[src/rtl/tx_iq_unpacker.sv]
// Unpacks a 64-bit big-endian byte stream of 6-byte I/Q samples into 48-bit words.
// Keeps a 16-byte residue buffer across input words and counts TX underrun cycles.
module tx_iq_unpacker #(
  parameter int UCNT_W = 16
) (
  input  logic              clk122,
  input  logic              reset,
  input  logic [63:0]       S_AXIS_tdata,
  input  logic              S_AXIS_tvalid,
  output logic              S_AXIS_tready,
  output logic [47:0]       M_AXIS_tdata,
  output logic              M_AXIS_tvalid,
  input  logic              M_AXIS_tready,
  input  logic              flush,
  input  logic              tx_enable,
  output logic [UCNT_W-1:0] underrun_count,
  input  logic              underrun_clr
);

  logic [7:0]        r_buf [16];
  logic [4:0]        r_cnt;
  logic              r_armed;
  logic [UCNT_W-1:0] r_ucnt;

  logic [7:0]        w_buf_next [16];
  logic [4:0]        w_cnt_next;
  logic [4:0]        w_base;
  logic [3:0]        w_idx;
  logic              w_push;
  logic              w_pop;

  assign S_AXIS_tready  = (r_cnt <= 5'd8) && !reset && !flush;
  assign M_AXIS_tvalid  = (r_cnt >= 5'd6);
  assign M_AXIS_tdata   = M_AXIS_tvalid ?
                          {r_buf[3], r_buf[4], r_buf[5], r_buf[0], r_buf[1], r_buf[2]} : 48'h0;
  assign underrun_count = r_ucnt;

  assign w_push = S_AXIS_tvalid && S_AXIS_tready;
  assign w_pop  = M_AXIS_tvalid && M_AXIS_tready && !flush;

  // New bytes land after the pop shift, so their base slides down by one sample.
  always_comb begin
    // NOTE: every combinational output gets a default first so no path infers a latch.
    w_idx  = 4'd0;
    w_base = w_pop ? (r_cnt - 5'd6) : r_cnt;
    for (int i = 0; i < 16; i++) w_buf_next[i] = r_buf[i];
    if (w_pop) begin
      for (int i = 0; i < 10; i++)  w_buf_next[i] = r_buf[i + 6];
      for (int i = 10; i < 16; i++) w_buf_next[i] = 8'h00;
    end
    if (w_push) begin
      for (int n = 0; n < 8; n++) begin
        w_idx             = w_base[3:0] + 4'(n);
        w_buf_next[w_idx] = S_AXIS_tdata[8*n +: 8];
      end
    end
    w_cnt_next = r_cnt + (w_push ? 5'd8 : 5'd0) - (w_pop ? 5'd6 : 5'd0);
  end

  always_ff @(posedge clk122 or posedge reset) begin
    if (reset) begin
      // NOTE: the byte buffer is reset explicitly; zeroed bytes are part of the visible state.
      for (int i = 0; i < 16; i++) r_buf[i] <= 8'h00;
      r_cnt <= 5'd0;
    end else if (flush) begin
      for (int i = 0; i < 16; i++) r_buf[i] <= 8'h00;
      r_cnt <= 5'd0;
    end else begin
      // NOTE: sequential state uses non-blocking assignments only.
      r_buf <= w_buf_next;
      r_cnt <= w_cnt_next;
    end
  end

  always_ff @(posedge clk122 or posedge reset) begin
    if (reset) begin
      r_armed <= 1'b0;
    end else if (flush || !tx_enable) begin
      r_armed <= 1'b0;
    end else if (w_pop) begin
      r_armed <= 1'b1;
    end
  end

  // A starved cycle is one where the DUC wants a sample after streaming has started.
  always_ff @(posedge clk122 or posedge reset) begin
    if (reset) begin
      r_ucnt <= '0;
    end else if (underrun_clr) begin
      r_ucnt <= '0;
    end else if (r_armed && tx_enable && M_AXIS_tready && !M_AXIS_tvalid && (r_ucnt != '1)) begin
      r_ucnt <= r_ucnt + 1'b1;
    end
  end

  a_cnt_range : assert property (@(posedge clk122) disable iff (reset) r_cnt <= 5'd16);

endmodule

[config.mk]
export PLATFORM = sky130hd
export DESIGN_NAME = tx_iq_unpacker
export DESIGN_NICKNAME = d
export VERILOG_FILES = /design/src/rtl/tx_iq_unpacker.sv
export SDC_FILE = /design/constraint.sdc
export NUM_CORES = 1
export LEC_CHECK = 0
export ABC_CLOCK_PERIOD_IN_PS = 7600
export BUFFER_PORTS_ARGS = -buffer_cell sky130_fd_sc_hd__buf_2
export CELL_PAD_IN_SITES_DETAIL_PLACEMENT = 1
export CELL_PAD_IN_SITES_GLOBAL_PLACEMENT = 1
export CORE_ASPECT_RATIO = 1.1
export CORE_MARGIN = 10
export CORE_UTILIZATION = 24
export CTS_BUF_LIST = sky130_fd_sc_hd__clkbuf_4 sky130_fd_sc_hd__clkbuf_8
export CTS_CLUSTER_SIZE = 30
export DETAILED_ROUTE_END_ITERATION = 8
export GPL_TIMING_DRIVEN = 0
export PLACE_DENSITY = 0.56
export REMOVE_ABC_BUFFERS = 1
export SLEW_MARGIN = 20
export SYNTH_ARGS = -nofsm -noshare
export SYNTH_HDL_FRONTEND = slang
export SYNTH_SLANG_ARGS = --single-unit
[constraint.sdc]
create_clock -name clk122 -period 7.6 [get_ports clk122]
set_input_delay 1.52 -clock clk122 [delete_from_list [all_inputs] [get_ports clk122]]
set_output_delay 1.52 -clock clk122 [all_outputs]
set_load 0.01 [all_outputs]
Word level (Yosys, flattened, before mapping)
Index checks and enable logic that the tools add are counted.
Cells by class
  order comparisons: 18
  add/sub/neg operators: 11
  mux-type cells: 36
  reduce and logical (&&, ||, !) cells: 24
  eq/ne operators: 1
  bitwise operators: 8
Operators with widths (count)
  128-bit bitwise mux: 8
  128-bit two-way mux: 3
  8-bit demux with 4-bit select: 8
  8-bit two-way mux: 8
  48-bit two-way mux: 1
  5-bit greater-or-equal comparator (second input constant): 8
  5-bit by 1-bit less-than comparator with 1-bit output (second input constant): 8
  4-bit inverter with 5-bit output: 8
  16-bit two-way mux: 2
  1-bit logical AND: 17
  16-bit by 1-bit adder with 16-bit output (second input constant): 1
  4-bit by 3-bit adder with 4-bit output (second input constant): 4
  16-bit inequality test (second input constant): 1
  4-bit by 2-bit adder with 4-bit output (second input constant): 2
  4-bit two-way mux: 2
  5-bit by 4-bit adder with 5-bit output: 1
  5-bit by 3-bit greater-or-equal comparator with 1-bit output (second input constant): 1
  5-bit by 4-bit <= comparator with 1-bit output (second input constant): 1
  5-bit two-way mux: 1
  5-bit by 3-bit subtractor with 5-bit output: 1
  4-bit by 1-bit adder with 4-bit output (second input constant): 1
  1-bit zero test: 4
  2-bit nonzero test: 2
  4-bit by 3-bit subtractor with 4-bit output (second input constant): 1
  3 further kinds: 4
Storage, ports and cells
  input port bits: 71
  register bits: 150

Depth between registers and ports, before layout
Gate-level depths: netlist (run 1).
  depth in word-level cells: 19
  gate-level depth with buffers: 17

Worst setup path after synthesis (run 1)
No wires, ideal clock.
  path kind: input-to-reg
  start point: input flush
  end point: register r_buf[53] (netlist bit)
  data arrival time: 4.975 ns
  stages: 16
  required time: 7.523 ns
  slack: 2.547 ns
  cell sequence: nand2b_1 nor2_1 buf_2 inv_2 buf_2 clkbuf_1 ha_1 clkinv_1 ha_1 nand2b_1 a21oi_1 nor3_2 nor2_1 clkbuf_1 a221oi_1 a21oi_1
On the way
  cells in the longest elaborated chain, start to end: 18
  elaborated cells between the ends (all ways): 71
  classes of those cells: add/sub: 7; order compare: 16; mux: 28; bitwise: 8; reduce/logical: 12
RTL lines
  start: declaration: RTL line 14  | input logic flush,
  1-bit zero test: RTL line 32, 39
  1-bit logical AND: RTL line 39  | assign w_pop = M_AXIS_tvalid && M_AXIS_tready && !flush;
  4-bit two-way mux: RTL line 45  | w_base = w_pop ? (r_cnt - 5'd6) : r_cnt;
  4-bit by 1-bit adder with 4-bit output / 4-bit inverter with 5-bit output (equally long branches): RTL line 53, 54
  4-bit inverter with 5-bit output (not written as such), or another cell as far along: RTL line 54  | w_buf_next[w_idx] = S_AXIS_tdata[8*n +: 8];
  5-bit greater-or-equal comparator (not written as such), or another cell as far along: RTL line 54
  1-bit logical AND (not written as such) / 8-bit two-way mux (equally long branches): RTL line 54
  8-bit two-way mux (not written as such) / 8-bit demux with 4-bit select (equally long branches): RTL line 54
  8-bit demux with 4-bit select / 128-bit bitwise mux (equally long branches): RTL line 54
  128-bit bitwise mux (7 in a row): RTL line 54
  128-bit two-way mux: RTL line 51  | if (w_push) begin
  128-bit two-way mux (*): RTL line 65  | end else if (flush) begin
  end signal: assignment: RTL line 70  | r_buf <= w_buf_next;
  end: declaration: RTL line 20  | logic [7:0] r_buf [16];
Every way passes the cells marked *; elsewhere a longest branch is shown, timed or not.
A chain may end at the register's enable or synchronous reset.

Worst setup path after layout (run 1)
  start point: input flush
  end point: register r_buf[67] (netlist bit)
Same word-level chain as after synthesis.

==> results of run 1 <==
[cell usage after synthesis (all sizes together), types with 13 or more instances]
library cell / n / area, sq um
and2: 54 / 340.3
o211ai: 100 / 755.7
o22a: 64 / 560.5
nand2: 113 / 424.2
buf: 74 / 337.8
a221oi: 111 / 972.2
dfrtp: 149 / 3729
a21oi: 186 / 930.9
a22oi: 31 / 232.7
and3: 22 / 137.6
clkbuf: 136 / 511.7
xor2: 13 / 113.9
a211oi: 50 / 430.4
mux2i: 66 / 660.6
a221o: 17 / 170.2
nand3: 23 / 120.1
inv: 24 / 90.09
a31oi: 32 / 221.5
a211o: 16 / 140.1
o21ai: 83 / 419.2
nor2: 46 / 180.2
nand4: 13 / 81.33
o221ai: 30 / 262.8
[routing by layer]
metal	wire, microns	up-vias	track usage [%]	share of wire, %
li1	-	5962	-	-
met1	27620	7267	26.91	40
met2	32050	780	34.60	47
met3	5401	211	4.299	7.9
met4	3535	10	11.81	5.1
met5	62	-	0	0.090
[cell families after synthesis]
logic type                 synth area share (%)
AOI/OAI and AO/OA                         41.66
xor gates and xnor gates                  1.261
adders and majority gates                 1.161
buffers and inverters                     7.548
DFF                                       29.83
muxes                                     5.406
and+or+nand+nor                           13.13
[per-stage QoR]
step | util, % | setup TNS, ns | area [sq um] | power (mW)
floorplan | - | -474.65 | 11650 | 2.415
global placement | 25.62 | -1958.70 | 13160 | 3.481
detailed placement | 28.13 | 0 | 14450 | 3.849
CTS | 28.97 | 0 | 14880 | 4.605
global route | 28.98 | 0 | 14890 | 4.846
finish | 28.98 | 0 | 14890 | 4.662
[final cells by class]
cell class | instances | area, sq um
diodes | 2 | 5.005
clock buffers | 19 | 249.0
multi-input cells | 1138 | 8104
repair buffers | 205 | 1679
well taps | 667 | 834.6
fillers | 5993 | 36490
flip-flops and latches | 149 | 3729
inverters | 25 | 111.4
clock inverters | 13 | 180.2
[path summary, 6_finish.rpt]
check	endpoint	startpoint	cells after the start	slack (ns)
hold / removal	underrun_count[5]	underrun_count[5]	2	0.58
hold reg to reg	underrun_count[5]	underrun_count[5]	2	0.58
setup / recovery	r_buf[67]	flush	15	0.39
max in group asynchronous	r_buf[14]	reset	4	5.66
min in group asynchronous	underrun_count[7]	reset	2	0.91
setup reg to reg	r_buf[67]	r_cnt[2]	15	0.82
[flip-flops by register name (all words and copies together) (netlist names)]
register / flops
r_cnt: 4
r_armed: 1
r_buf: 128
underrun_count: 16
[worst min-delay path: stages (launching register included)]
cell	delay (ns)
dfrtp_1	0.40
xor2_1	0.08
nor2_1	0.07
[power groups by stage]
stage               Combinational (mW)  Clock [mW]  Sequential [mW]
floorplan                         1.48           0            0.933
global placement                  2.52           0            0.960
detailed placement                2.89           0            0.963
CTS                               2.89       0.763            0.948
global route                      3.10       0.792            0.958
finish                            2.96       0.750            0.949
==> impl_metrics.ini, run 1 <==
[status]
status = complete, no violations

[power_and_ir_drop]
pwr-share-seq_pct = 20.3
switchingPower_mw = 2.494
p_clk_share_pct = 16.1
vdd_drop_max_v = 0.0001565
p_leak_nw = 5.954
comb_power_share_pct = 63.6
power_density_nw_per_um2 = 313.1
intPower_mw = 2.168
power.share.switching_pct = 53.50

[timing]
final-setup-viol-count = 0
fmaxAchievable_mhz = 138.6
holdWs_ns = 0.5811
drv_slew = 0
fin_ws_ns = 0.3873
min_period_over_period_pct = 94.90
relSlewSlack_pct = 18.30
hold_viol = 0
tightest_slew_ns = 1.222
clock_skew_ns = 0.02080
rsz0062_at_grt = false
period_needed_ns = 7.213

[logic_synthesis]
synth.distinct_cells = 67
synthesis.area_sq_um = 12500
yosysSeqAreaShare_pct = 29.83
syn_inst = 1522
synth_area_per_cell_sq_um = 8.212
ys_seq_elements = 149
async_flop_share_pct = 100.0
synth-edff-count = 0
yosys_warnings = 0
synth-main-ff-cell = dfrtp_1

[place]
post-dp-hpwl_mm = 44.92
gp_congestion = 0.8103
place_ws_ns = 0.009367
place_inst = 2184
io_buffer_count = 136

[cts]
cts_buffers = 17
clkSlewWorstSetupHoldPaths_ns = 0.10
cts_resized = 0
clkSinkCount = 149
cts_root_buffer = clkbuf_8
clkLatencyLatePin_ns = 0.53
cts_tree = done
post-cts-setup-buffers = 0
clk_path_buf_depth = 2
cts_hold_buf = 0
htree_levels = 4

[critical_path]
critPathSlowestCell = ha_2
critical_path_arrival_ns = 7.67
crit_fanout = 64
worstSetupPathType = primary input to register
end_kind = register
cp_cell_sequence = buf_8 -> nand2b_1 -> nor2_4 -> buf_16 -> buf_16 -> inv_4 -> ha_2 -> clkinv_1 -> ha_1 -> nand2b_1 -> a21oi_1 -> nor3_2 -> nand2_1 -> o211ai_1 -> a21oi_1
cp.required_ns = 8.05
critPathMaxStageDelay_ns = 0.96
critical_path.startpoint_type = primary input
crit_family = simple AND/OR/NAND/NOR gates
crit_buf_inv = 5

[die]
std_cell_rows = 87
pin_count = 137
die_y_microns = 259.3
die_w_microns = 237.6
coreArea_sq_um = 51380
dieArea_sq_um = 61610
start_util_pct = 24.33

[cells_and_area]
layout_commonest_cell = a21oi_1
layout.cells.non_filler = 2218
final_cell_mix = 183 x a21oi_1, 149 x dfrtp_1, 135 x buf_2
layout-drive-gt1-share_pct = 19.56
final_nets = 1618
area_growth_pct = 19.15

[routing]
wire_per_inst_microns = 30.96
first_pass_iters = 6
vias = 14230
drtIter0Drc = 1586
ant_nets = 0
vias_per_cell = 6.416
drt_wl_total_mm = 68.68
drc = 0

[global_route]
grt-ovfl-total = 0
grt_pass1_vias = 14882
grt_pass1_wl_mm = 101.0
grt_use_total_pct = 21.62
grt_antenna_before_repair = 6
grt_max_degree = 111

[job]
cap_violations = 0

[hold_path]
hp-class = register to register
No activity file was read; power rests on OpenSTA's default activity.
==> run 2, diff against run 1 <==
--- a/config.mk
+++ b/config.mk
@@ -5,6 +5,7 @@
 export SDC_FILE = /design/constraint.sdc
 export NUM_CORES = 1
 export LEC_CHECK = 0
+export ABC_AREA = 1
 export ABC_CLOCK_PERIOD_IN_PS = 7600
 export BUFFER_PORTS_ARGS = -buffer_cell sky130_fd_sc_hd__buf_2
 export CELL_PAD_IN_SITES_DETAIL_PLACEMENT = 1
@@ -16,7 +17,7 @@
 export CTS_CLUSTER_SIZE = 30
 export DETAILED_ROUTE_END_ITERATION = 8
 export GPL_TIMING_DRIVEN = 0
-export PLACE_DENSITY = 0.56
+export PLACE_DENSITY = 0.59
 export REMOVE_ABC_BUFFERS = 1
 export SLEW_MARGIN = 20
 export SYNTH_ARGS = -nofsm -noshare
==> impl_metrics.ini, run 2 <==
[status]
status = complete, no violations

[cts]
clkSinkCount = 149
cts_tree = done
cts_buffers = 17
cts_root_buffer = clkbuf_8
post-cts-setup-buffers = 0
clkLatencyLatePin_ns = 0.60
htree_levels = 4
clk_path_buf_depth = 2
clkSlewWorstSetupHoldPaths_ns = 0.10

[cells_and_area]
post-route-util_pct = 27.43
largest_reg_flops = 128
largest_register = r_buf
layout-drive-gt1-share_pct = 9.951
final_nets = 2933
final_cell_mix = 1008 x nand2_1, 420 x inv_1, 388 x nand4_1
area_growth_pct = 12.80
layout_commonest_cell = nand2_1
layout.cells.non_filler = 3784

[global_route]
grt_pass1_wl_mm = 128.3
grt_max_degree = 132
grt_antenna_before_repair = 8
grt_pass1_vias = 19762
grt-ovfl-total = 0
grt_use_total_pct = 20.89

[die]
start_util_pct = 24.32
dieArea_sq_um = 79750
coreArea_sq_um = 67940
pin_count = 137
std_cell_rows = 100
die_w_microns = 270.2
die_y_microns = 295.2

[routing]
drc = 0
vias_per_cell = 5.299
first_pass_iters = 5
drt_wl_total_mm = 85.20
drtIter0Drc = 1510
ant_nets = 0
wire_per_inst_microns = 22.52
vias = 20050

[place]
gp_congestion = 0.7671
io_buffer_count = 136
place_inst = 3750
post-dp-hpwl_mm = 48.22
place_ws_ns = -0.4954

[critical_path]
critical_path.startpoint_type = primary input
crit_start = flush
crit_fanout = 77
regToRegStartpoint = r_cnt[1]
cp_cell_sequence = buf_2 -> inv_6 -> buf_16 -> nand3_4 -> buf_16 -> ha_4 -> buf_12 -> buf_12 -> buf_16 -> inv_8 -> buf_16 -> ha_1 -> inv_1 -> nand3_1 -> nand2_4 -> buf_16 -> nand3_2 -> buf_16 -> nand2_1 -> nand3_1 -> nand2_1 -> a21oi_2
r2r-end = r_buf[86]
cp_common_cell = buf_16
cp.required_ns = 8.08
critPathSlowestCell = ha_4
critical_path_arrival_ns = 7.41
worstSetupPathType = primary input to register
worst-r2r-setup-slack_ns = 1.61
rr_worst_depth = 22
critPathMaxStageDelay_ns = 0.61
end_kind = register

[logic_synthesis]
ys_seq_elements = 149
synth-main-ff-cell = dfrtp_1
synth_top_cell_area_share_pct = 22.94
synth.distinct_cells = 37
synth-compound-area-share_pct = 11.60
synthSimpleGateAreaFrac_pct = 46.26
muxShareOfSynthArea_pct = 0
synth.cells.most_frequent = 1010 x nand2_1, 422 x inv_1, 388 x nand4_1, 167 x o21ai_0, 158 x nand3_1
synth_area_leaders = nand2_1 23%, dfrtp_1 23%, nand4_1 15%
synth_area_per_cell_sq_um = 5.586
post-synth-top-count-cell = nand2_1
synth-edff-count = 0
async_flop_share_pct = 100.0
synthesis.area_sq_um = 16520
synthXorXnorAreaFrac_pct = 0.5831
yosys_warnings = 0
yosysSeqAreaShare_pct = 22.57
synth_fa_ha_area_share_pct = 0.8784
syn_inst = 2958
synth_top_family_by_area = simple AND/OR/NAND/NOR gates
synth_top_cell_by_area = nand2_1

[power_and_ir_drop]
p_leak_nw = 10.13
vdd_drop_max_v = 0.0003609
power_density_nw_per_um2 = 386.1

[hold_path]
hp-class = register to register
holdPathStages = 2
min-delay-start = r_armed
min_to = r_armed

[timing]
period_needed_ns = 6.927
tightest_slew_ns = 1.110
final-setup-viol-count = 0
rsz0062_at_grt = false
fmaxAchievable_mhz = 144.4
drv_slew = 0
clock_skew_ns = 0.01867
min_period_over_period_pct = 91.14
hold_viol = 0
fin_ws_ns = 0.6732
relSlewSlack_pct = 25.80

[job]
cap_violations = 0
-- run 2: cell types whose count changed in the layout (fill, tap and decap cells not counted), moves of 65 or more --
cell	delta
nand3_1	+118
o211ai_1	-99
a221oi_1	-111
nor2_1	+78
nand4_1	+375
inv_1	+400
nand2_1	+900
o21ai_0	+86
mux2i_1	-65
-- run 2: worst max path at each step --
stage	end	slack, ns	depth (start not counted)
after global placement	r_buf[95]	-19.55	14
after floorplan	r_buf[102]	-7.42	13
after detailed placement	r_buf[107]	-0.50	21
after global routing	r_buf[88]	0.42	22
final	r_buf[86]	0.67	22
after CTS	r_buf[97]	0.14	21
-- run 2: cells by family after synthesis --
family	Yosys count
compound gates	358
xor+xnor	8
fa+ha+maj	11
flops	149
buf+inv	733
simple gates	1699
-- run 2: power by group --
part           total, mW  internal [mW]  switching (mW)
registers          0.950          0.900          0.0501
logic               5.46           1.50            3.96
clock network      0.788          0.373           0.415
total               7.20           2.77            4.42
-- run 2: area by class of cell --
cell class,instances,area [sq um]
antenna,2,5.005
clock buffer,19,261.5
clock inverter,13,180.2
fill,8804,49300
inverter,436,1674
multi-input combinational,2076,10060
sequential,149,3729
tap,918,1149
timing repair buffer,171,1577
-- run 2: routing by layer --
layer | GRT usage [%] | routed length [microns]
met1 | 26.43 | 37410
met4 | 8.152 | 2920
met3 | 3.943 | 5020
met5 | 0 | 81
met2 | 34.70 | 39770
-- run 2: per-stage QoR --
stage          instance area, sq um  hold WS, ns  TNS (ns)  power, mW
2_1_floorplan                 15170       0.4631   -952.58      3.795
3_3_place_gp                  17000       0.4904  -2711.95      5.752
3_5_place_dp                  18160       0.4986    -39.50      6.327
4_1_cts                       18600       0.5221         0      7.125
5_1_grt                       18640       0.5633         0      7.685
6_report                      18640       0.5285         0      7.195
-- run 2: worst max-delay path: cells and delay by family --
| kind | cells | cell delay (ns) |
|---|---|---|
| buf+inv | 12 | 3.28 |
| simple gates | 7 | 1.39 |
| fa+ha+maj | 2 | 0.90 |
| compound gates | 1 | 0.05 |
-- run 2: timing repair --
item | 4_1_cts | 5_1_grt
hold buffers | 0 | 0
gates resized for setup | 0 | 4
setup endpoints to repair | 0 | 69
